===== src/rtl/viterbi_link_ctrl_pkg.sv =====
// Shared types and constants for the Viterbi link controller: FSM states,
// PRBS7 definition, counter sizing and the channel flip mask.
package viterbi_link_ctrl_pkg;

  typedef enum logic [1:0] {
    IDLE  = 2'd0,
    RUN   = 2'd1,
    DRAIN = 2'd2,
    DONE  = 2'd3
  } state_t;

  localparam logic [6:0] PRBS_SEED   = 7'h7F;
  localparam int         PRBS_TAP_HI = 6;   // x^7 term
  localparam int         PRBS_TAP_LO = 5;   // x^6 term

  localparam int                CNT_W   = 9;
  localparam logic [CNT_W-1:0]  CNT_MAX = '1;
  localparam logic [CNT_W-1:0]  CNT_ONE = CNT_W'(1);

  localparam logic [1:0] FLIP_MASK = 2'b10;

  function automatic logic [6:0] prbs7_step(input logic [6:0] s);
    return {s[5:0], s[PRBS_TAP_HI] ^ s[PRBS_TAP_LO]};
  endfunction

  function automatic logic [CNT_W-1:0] sat_inc(input logic [CNT_W-1:0] v);
    return (v == CNT_MAX) ? v : v + CNT_ONE;
  endfunction

endpackage


===== src/rtl/viterbi_link_ctrl_prbs7.sv =====
// PRBS7 (x^7+x^6+1) generator; bit_o is the register MSB.
module prbs7_gen
  import viterbi_link_ctrl_pkg::*;
(
  input  logic clk,
  input  logic rst,
  input  logic seed_load,
  input  logic advance,
  output logic bit_o
);

  logic [6:0] lfsr_q;
  logic [6:0] lfsr_d;

  always_comb begin
    lfsr_d = lfsr_q;
    if (seed_load) begin
      lfsr_d = PRBS_SEED;
    end else if (advance) begin
      lfsr_d = prbs7_step(lfsr_q);
    end
  end

  always_ff @(posedge clk or negedge rst) begin
    if (!rst) begin
      lfsr_q <= PRBS_SEED;
    end else begin
      lfsr_q <= lfsr_d;
    end
  end

  assign bit_o = lfsr_q[6];

endmodule


===== src/rtl/viterbi_link_ctrl.sv =====
// Link test controller: streams PRBS7 bits into an encoder with periodic
// channel-error injection and checks the decoder output after a fixed latency.
module viterbi_link_ctrl
  import viterbi_link_ctrl_pkg::*;
(
  input  logic             clk,
  input  logic             rst,
  input  logic             start,
  input  logic             abort,
  input  logic [7:0]       frame_len,
  input  logic [7:0]       dec_latency,
  input  logic [3:0]       err_period,
  input  logic [3:0]       err_burst,
  input  logic             decoder_o,
  output logic             encoder_i,
  output logic             enable_encoder_i,
  output logic [1:0]       err_mask,
  output logic             busy,
  output logic             done,
  output logic [CNT_W-1:0] bit_err_ct,
  output logic [CNT_W-1:0] chan_err_ct
);

  state_t           state_q, state_d;
  logic [8:0]       tx_left_q, tx_left_d;
  logic [8:0]       cmp_left_q, cmp_left_d;
  logic [7:0]       cmp_wait_q, cmp_wait_d;
  logic [3:0]       phase_q, phase_d;
  logic [3:0]       period_q, period_d;
  logic [3:0]       burst_q, burst_d;
  logic             encoder_q, encoder_d;
  logic             enable_q, enable_d;
  logic [1:0]       mask_q, mask_d;
  logic             busy_q, busy_d;
  logic             done_q, done_d;
  logic [CNT_W-1:0] bit_err_q, bit_err_d;
  logic [CNT_W-1:0] chan_err_q, chan_err_d;

  logic       tx_bit, chk_bit;
  logic       accept, active, kill, tx_more, cmp_now;
  logic       tx_seed, tx_adv;
  logic [8:0] eff_len;
  logic [7:0] eff_lat;

  function automatic logic [1:0] inject_mask(input logic [3:0] ph,
                                             input logic [3:0] per,
                                             input logic [3:0] bur);
    return (per != 4'd0 && ph < bur) ? FLIP_MASK : 2'b00;
  endfunction

  function automatic logic [3:0] phase_step(input logic [3:0] ph, input logic [3:0] per);
    return (ph + 4'd1 == per) ? 4'd0 : ph + 4'd1;
  endfunction

  assign eff_len = (frame_len == 8'd0) ? 9'd256 : {1'b0, frame_len};
  assign eff_lat = (dec_latency == 8'd0) ? 8'd1 : dec_latency;

  assign accept  = (state_q == IDLE) && start;
  assign active  = (state_q == RUN) || (state_q == DRAIN);
  assign kill    = active && abort;
  assign tx_more = (state_q == RUN) && !abort && (tx_left_q > 9'd1);
  assign cmp_now = active && !abort && (cmp_wait_q == 8'd0) && (cmp_left_q != 9'd0);

  // The tx generator is parked at the seed outside a frame so that bit 0 is
  // already on its output when the accepting edge registers it.
  assign tx_seed = ((state_q == IDLE) && !start) || (state_q == DONE) || kill;
  assign tx_adv  = accept || tx_more;

  prbs7_gen u_tx_prbs (
    .clk       (clk),
    .rst       (rst),
    .seed_load (tx_seed),
    .advance   (tx_adv),
    .bit_o     (tx_bit)
  );

  prbs7_gen u_chk_prbs (
    .clk       (clk),
    .rst       (rst),
    .seed_load (accept),
    .advance   (cmp_now),
    .bit_o     (chk_bit)
  );

  always_comb begin
    state_d    = state_q;
    tx_left_d  = tx_left_q;
    cmp_left_d = cmp_left_q;
    cmp_wait_d = cmp_wait_q;
    phase_d    = phase_q;
    period_d   = period_q;
    burst_d    = burst_q;
    bit_err_d  = bit_err_q;
    chan_err_d = chan_err_q;
    encoder_d  = 1'b0;
    enable_d   = 1'b0;
    mask_d     = 2'b00;
    done_d     = 1'b0;

    case (state_q)
      IDLE: begin
        if (start) begin
          state_d    = RUN;
          tx_left_d  = eff_len;
          cmp_left_d = eff_len;
          cmp_wait_d = eff_lat;
          period_d   = err_period;
          burst_d    = err_burst;
          enable_d   = 1'b1;
          encoder_d  = tx_bit;
          mask_d     = inject_mask(4'd0, err_period, err_burst);
          phase_d    = phase_step(4'd0, err_period);
          bit_err_d  = '0;
          chan_err_d = (mask_d != 2'b00) ? CNT_ONE : '0;
        end
      end
      RUN: begin
        if (abort) begin
          state_d = IDLE;
        end else begin
          tx_left_d = tx_left_q - 9'd1;
          if (tx_more) begin
            enable_d  = 1'b1;
            encoder_d = tx_bit;
            mask_d    = inject_mask(phase_q, period_q, burst_q);
            phase_d   = phase_step(phase_q, period_q);
            if (mask_d != 2'b00) begin
              chan_err_d = sat_inc(chan_err_q);
            end
          end else begin
            state_d = DRAIN;
          end
        end
      end
      DRAIN: begin
        if (abort) begin
          state_d = IDLE;
        end else if (cmp_now && cmp_left_q == 9'd1) begin
          state_d = DONE;
          done_d  = 1'b1;
        end
      end
      DONE: begin
        state_d = IDLE;
      end
      default: begin
        state_d = IDLE;
      end
    endcase

    // Compare path runs in parallel with transmit whenever a frame is live.
    if (active && !abort) begin
      if (cmp_wait_q != 8'd0) begin
        cmp_wait_d = cmp_wait_q - 8'd1;
      end
      if (cmp_now) begin
        cmp_left_d = cmp_left_q - 9'd1;
        if (decoder_o != chk_bit) begin
          bit_err_d = sat_inc(bit_err_q);
        end
      end
    end

    busy_d = (state_d == RUN) || (state_d == DRAIN);
  end

  always_ff @(posedge clk or negedge rst) begin
    if (!rst) begin
      state_q    <= IDLE;
      tx_left_q  <= '0;
      cmp_left_q <= '0;
      cmp_wait_q <= '0;
      phase_q    <= '0;
      period_q   <= '0;
      burst_q    <= '0;
      encoder_q  <= 1'b0;
      enable_q   <= 1'b0;
      mask_q     <= 2'b00;
      busy_q     <= 1'b0;
      done_q     <= 1'b0;
      bit_err_q  <= '0;
      chan_err_q <= '0;
    end else begin
      state_q    <= state_d;
      tx_left_q  <= tx_left_d;
      cmp_left_q <= cmp_left_d;
      cmp_wait_q <= cmp_wait_d;
      phase_q    <= phase_d;
      period_q   <= period_d;
      burst_q    <= burst_d;
      encoder_q  <= encoder_d;
      enable_q   <= enable_d;
      mask_q     <= mask_d;
      busy_q     <= busy_d;
      done_q     <= done_d;
      bit_err_q  <= bit_err_d;
      chan_err_q <= chan_err_d;
    end
  end

  assign encoder_i        = encoder_q;
  assign enable_encoder_i = enable_q;
  assign err_mask         = mask_q;
  assign busy             = busy_q;
  assign done             = done_q;
  assign bit_err_ct       = bit_err_q;
  assign chan_err_ct      = chan_err_q;

endmodule


===== config.mk =====
export PLATFORM = sky130hd
export DESIGN_NAME = viterbi_link_ctrl
export DESIGN_NICKNAME = d
export VERILOG_FILES = /design/src/rtl/viterbi_link_ctrl_pkg.sv /design/src/rtl/viterbi_link_ctrl_prbs7.sv /design/src/rtl/viterbi_link_ctrl.sv
export SDC_FILE = /design/constraint.sdc
export NUM_CORES = 1
export LEC_CHECK = 0
export CAP_MARGIN = 20
export CORE_ASPECT_RATIO = 1.2
export CORE_MARGIN = 4
export CORE_UTILIZATION = 55
export DETAILED_ROUTE_END_ITERATION = 8
export HOLD_SLACK_MARGIN = 0.05
export PLACE_DENSITY = 0.84
export SLEW_MARGIN = 10
export SYNTH_ARGS = -nofsm -noshare
export SYNTH_HDL_FRONTEND = slang
export SYNTH_SLANG_ARGS = --single-unit

===== constraint.sdc =====
create_clock -name clk -period 2.3 [get_ports clk]
set_input_delay 0.69 -clock clk [delete_from_list [all_inputs] [get_ports clk]]
set_output_delay 0.69 -clock clk [all_outputs]
set_load 0.01 [all_outputs]

==> run metrics <==
Root Buffer clkbuf_8; wire length per cell 16.75 um; row count 36; Pre-antenna DRT Iters 5; DRT met1 WL 4901 um; multi-input logic area about 0.0025 sq mm; final hold viol count 0; post-route ant nets 0; Sequential Area 0.001947 sq mm; reg2reg path depth 8; Port Buf Inserts 51; Main synth FF type dfrtp_1; largest net degree at the start of global routing 43; critical path capture point type flip-flop; clock-pin slew on the worst setup and hold paths 80 ps; Starting Density 56.77%; Post-Route WL ~13,000 um; status complete, no violations; Mean Syn Cell Area 8.918 sq um; CTS buffer count 9; initial antenna violation count 0; vias per inst slightly above 6; minimum clock period 2223 ps; DIE HEIGHT approximately 110 um; PwrDens between 1000 and 1500 mW/mm^2; Sink Count 77; reg2reg start cmp_wait_q[0]; Ys Warns 0; first-pass GRT wire length 20,910 um; initial DRC count 307; post-layout util 72.79%; share of layout cells above drive strength 1 18.33%; CP required approximately 2500 ps; worst-skew pair later-pin latency 360 ps; number of flops mapped to enable cells by yosys 0; syn_nets ~570; Post-synth ARST share 100.0%; grt ovf 0; DP HPWL 9405 um; gr usage total about a quarter; Setup CP Type reg -> reg; RSZ-0062 raised after global routing false; Filler cells 603; metal3 WL 703 um; Synth Register Bits 77; Routability Congestion around 0.9; number of global-route vias before repair 4,523; Worst slew margin a little over three fifths; Vias 4,536; Max Freq 449.9 MHz; Setup Viol. Count Final 0; Core ar. around 0.008 sq mm; worst vdd rail ir drop 591.4 uV; die area about 0.01 sq mm; Netlist Area Pre-Place 0.004628 sq mm; Synth Instances 519; Critical R2R Capture cmp_wait_q[3]; Seq/Total Area, Yosys 42.01%; IO Count 53; Synth cell types 68; r2r setup slk 80 ps; fin crit share 96.63%; DRC Markers 0; DR top layer met4; Die X 91.74 um; Nets 676; Design Area, Final ~0.0059 sq mm; worst hold slack 313.0 ps; Leakage 2.571 nW; worst-margin pin slew 547.1 ps; placed cell areas 0.005714 sq mm; Slew Limit Fails 0; htree depth 3; CP Launch Type flip-flop; Clock Path Buffers 2; area grow syn2layout 28.22%; type of the worst min-delay path in -> async; antenna cells 0; CTS tree done; CP Data Arrival Time about 2500 ps; crit path max fanout 5; routed wire length on met2 ~6400 um; clk_skew 10.51 ps; max cap viols 0
sequential cells by signal (all words and copies together), names as in the netlist, 7 cells and up:
signal,cells
bit_err_ct,9
chan_err_ct,9
cmp_left_q,9
tx_left_q,9
cmp_wait_q,8
u_chk_prbs.lfsr_q,7
u_tx_prbs.lfsr_q,7
cell type report:
class,instances,area share (%)
multi-input cells,406,42.97
flip-flops and latches,77,32.81
repair buffers,116,17.20
clock buffers,15,2.973
well taps,114,2.404
inverters,18,1.139
clock inverters,1,0.5060
report_power, final:
part	leakage, nW	internal (mW)	switching [mW]
Combinational	1.54	1.59	1.83
Clock	0.104	0.593	0.494
Sequential	0.925	1.80	0.505
cell usage after synthesis, types with 2 or more instances:
cell / n / share of area, %
or4_1: 3 / 0.49
o21ai_0: 20 / 2.2
buf_1: 2 / 0.16
a21o_1: 4 / 0.65
a311oi_1: 2 / 0.38
and3_1: 9 / 1.2
nor3_1: 19 / 2.1
o21ai_1: 5 / 0.54
o221ai_1: 4 / 0.76
xnor2_1: 6 / 1.1
a21oi_1: 38 / 4.1
a211o_1: 3 / 0.57
nand3_1: 35 / 3.8
mux2i_1: 12 / 2.6
nor2_1: 37 / 3.0
o41ai_2: 2 / 0.70
dfrtp_1: 63 / 34
nand2b_1: 7 / 0.95
xor2_1: 5 / 0.95
nand2_1: 76 / 6.2
or3_1: 7 / 0.95
clkbuf_1: 12 / 0.97
a211oi_1: 4 / 0.65
o22ai_1: 4 / 0.54
buf_2: 2 / 0.22
nand4_1: 10 / 1.4
nor4_1: 6 / 0.81
nor3b_1: 2 / 0.32
o221a_2: 7 / 1.7
inv_1: 18 / 1.5
o21a_1: 4 / 0.65
nor2b_1: 4 / 0.54
o311ai_1: 2 / 0.38
nor4b_1: 3 / 0.57
a221o_1: 3 / 0.65
and2_1: 2 / 0.27
o211ai_1: 4 / 0.65
ha_1: 19 / 5.1
and4_1: 3 / 0.57
a31oi_1: 4 / 0.54
a22o_1: 6 / 1.1
buf_4: 2 / 0.32
dfstp_2: 14 / 7.9
cell usage in the layout, fill, tap and decap left out, drive strengths merged, types with 6 or more instances in the layout:
cell and count:
a21oi 38, a22o 6, and3 9, buf 66, clkbuf 15, clkdlybuf4s50 50
dfrtp 63, dfstp 14, ha 19, inv 18, mux2i 12, nand2 77
nand2b 7, nand3 35, nand4 10, nor2 38, nor3 19, nor4 8
o21ai 26, o221a 8, or3 7, xnor2 6
layer usage:
| layer | GRT usage (%) | up-vias |
|---|---|---|
| met5 | 0 | - |
| met1 | 29.60 | 2179 |
| li1 | - | 2130 |
| met3 | 4.871 | 50 |
| met2 | 46.48 | 177 |
| met4 | 14.86 | 0 |
cells by family (layout without fill, tap and decap cells):
group,after synthesis,count (layout),synth area share (%)
multiplexers,13,13,2.839
buffers and inverters,36,150,3.136
AND/OR/NAND/NOR,231,231,24.79
other,1,1,0.08103
adder cells (fa/ha/maj),19,19,5.137
AO/OA/AOI/OAI,131,131,19.92
flip-flops,77,77,42.01
XOR/XNOR,11,11,2.082
per-stage QoR:
step / std cells / power (mW) / setup WS (ps) / TNS (ps)
2_1_floorplan: 519 / 4.282 / 143.3 / 0
3_5_place_dp: 731 / 5.659 / -226.7 / -4970
6_report: 747 / 6.809 / 77.46 / 0
3_3_place_gp: 731 / 5.466 / -162.9 / -2377
5_1_grt: 747 / 7.289 / 10.41 / 0
4_1_cts: 747 / 6.762 / 24.09 / 0
repair_timing:
action                                  CTS  global route
endpoints found under the setup margin    0            19
setup buffers                             0             0
resized for setup                         0             4
hold buffers                              0             0
critical path, stage by stage, from the launching register on:
cell and delay (ps):
dfrtp_1 430, inv_1 110, ha_1 180, or4b_1 500
o21ai_1 250, nand2_1 190, buf_4 190, a21oi_1 180
nor2_1 80
worst max path at each step:
stage / start / endpoint / slack (ps) / depth (start not counted)
global placement: abort / bit_err_ct[5] / -160 / 7
CTS: cmp_wait_q[0] / bit_err_ct[5] / 20 / 8
global route: cmp_wait_q[0] / bit_err_ct[5] / 10 / 8
floorplan: abort / cmp_left_q[3] / 140 / 7
finish: cmp_wait_q[0] / cmp_wait_q[3] / 80 / 8
detailed placement: abort / bit_err_ct[5] / -230 / 7
No activity file was read; power rests on OpenSTA's default activity.
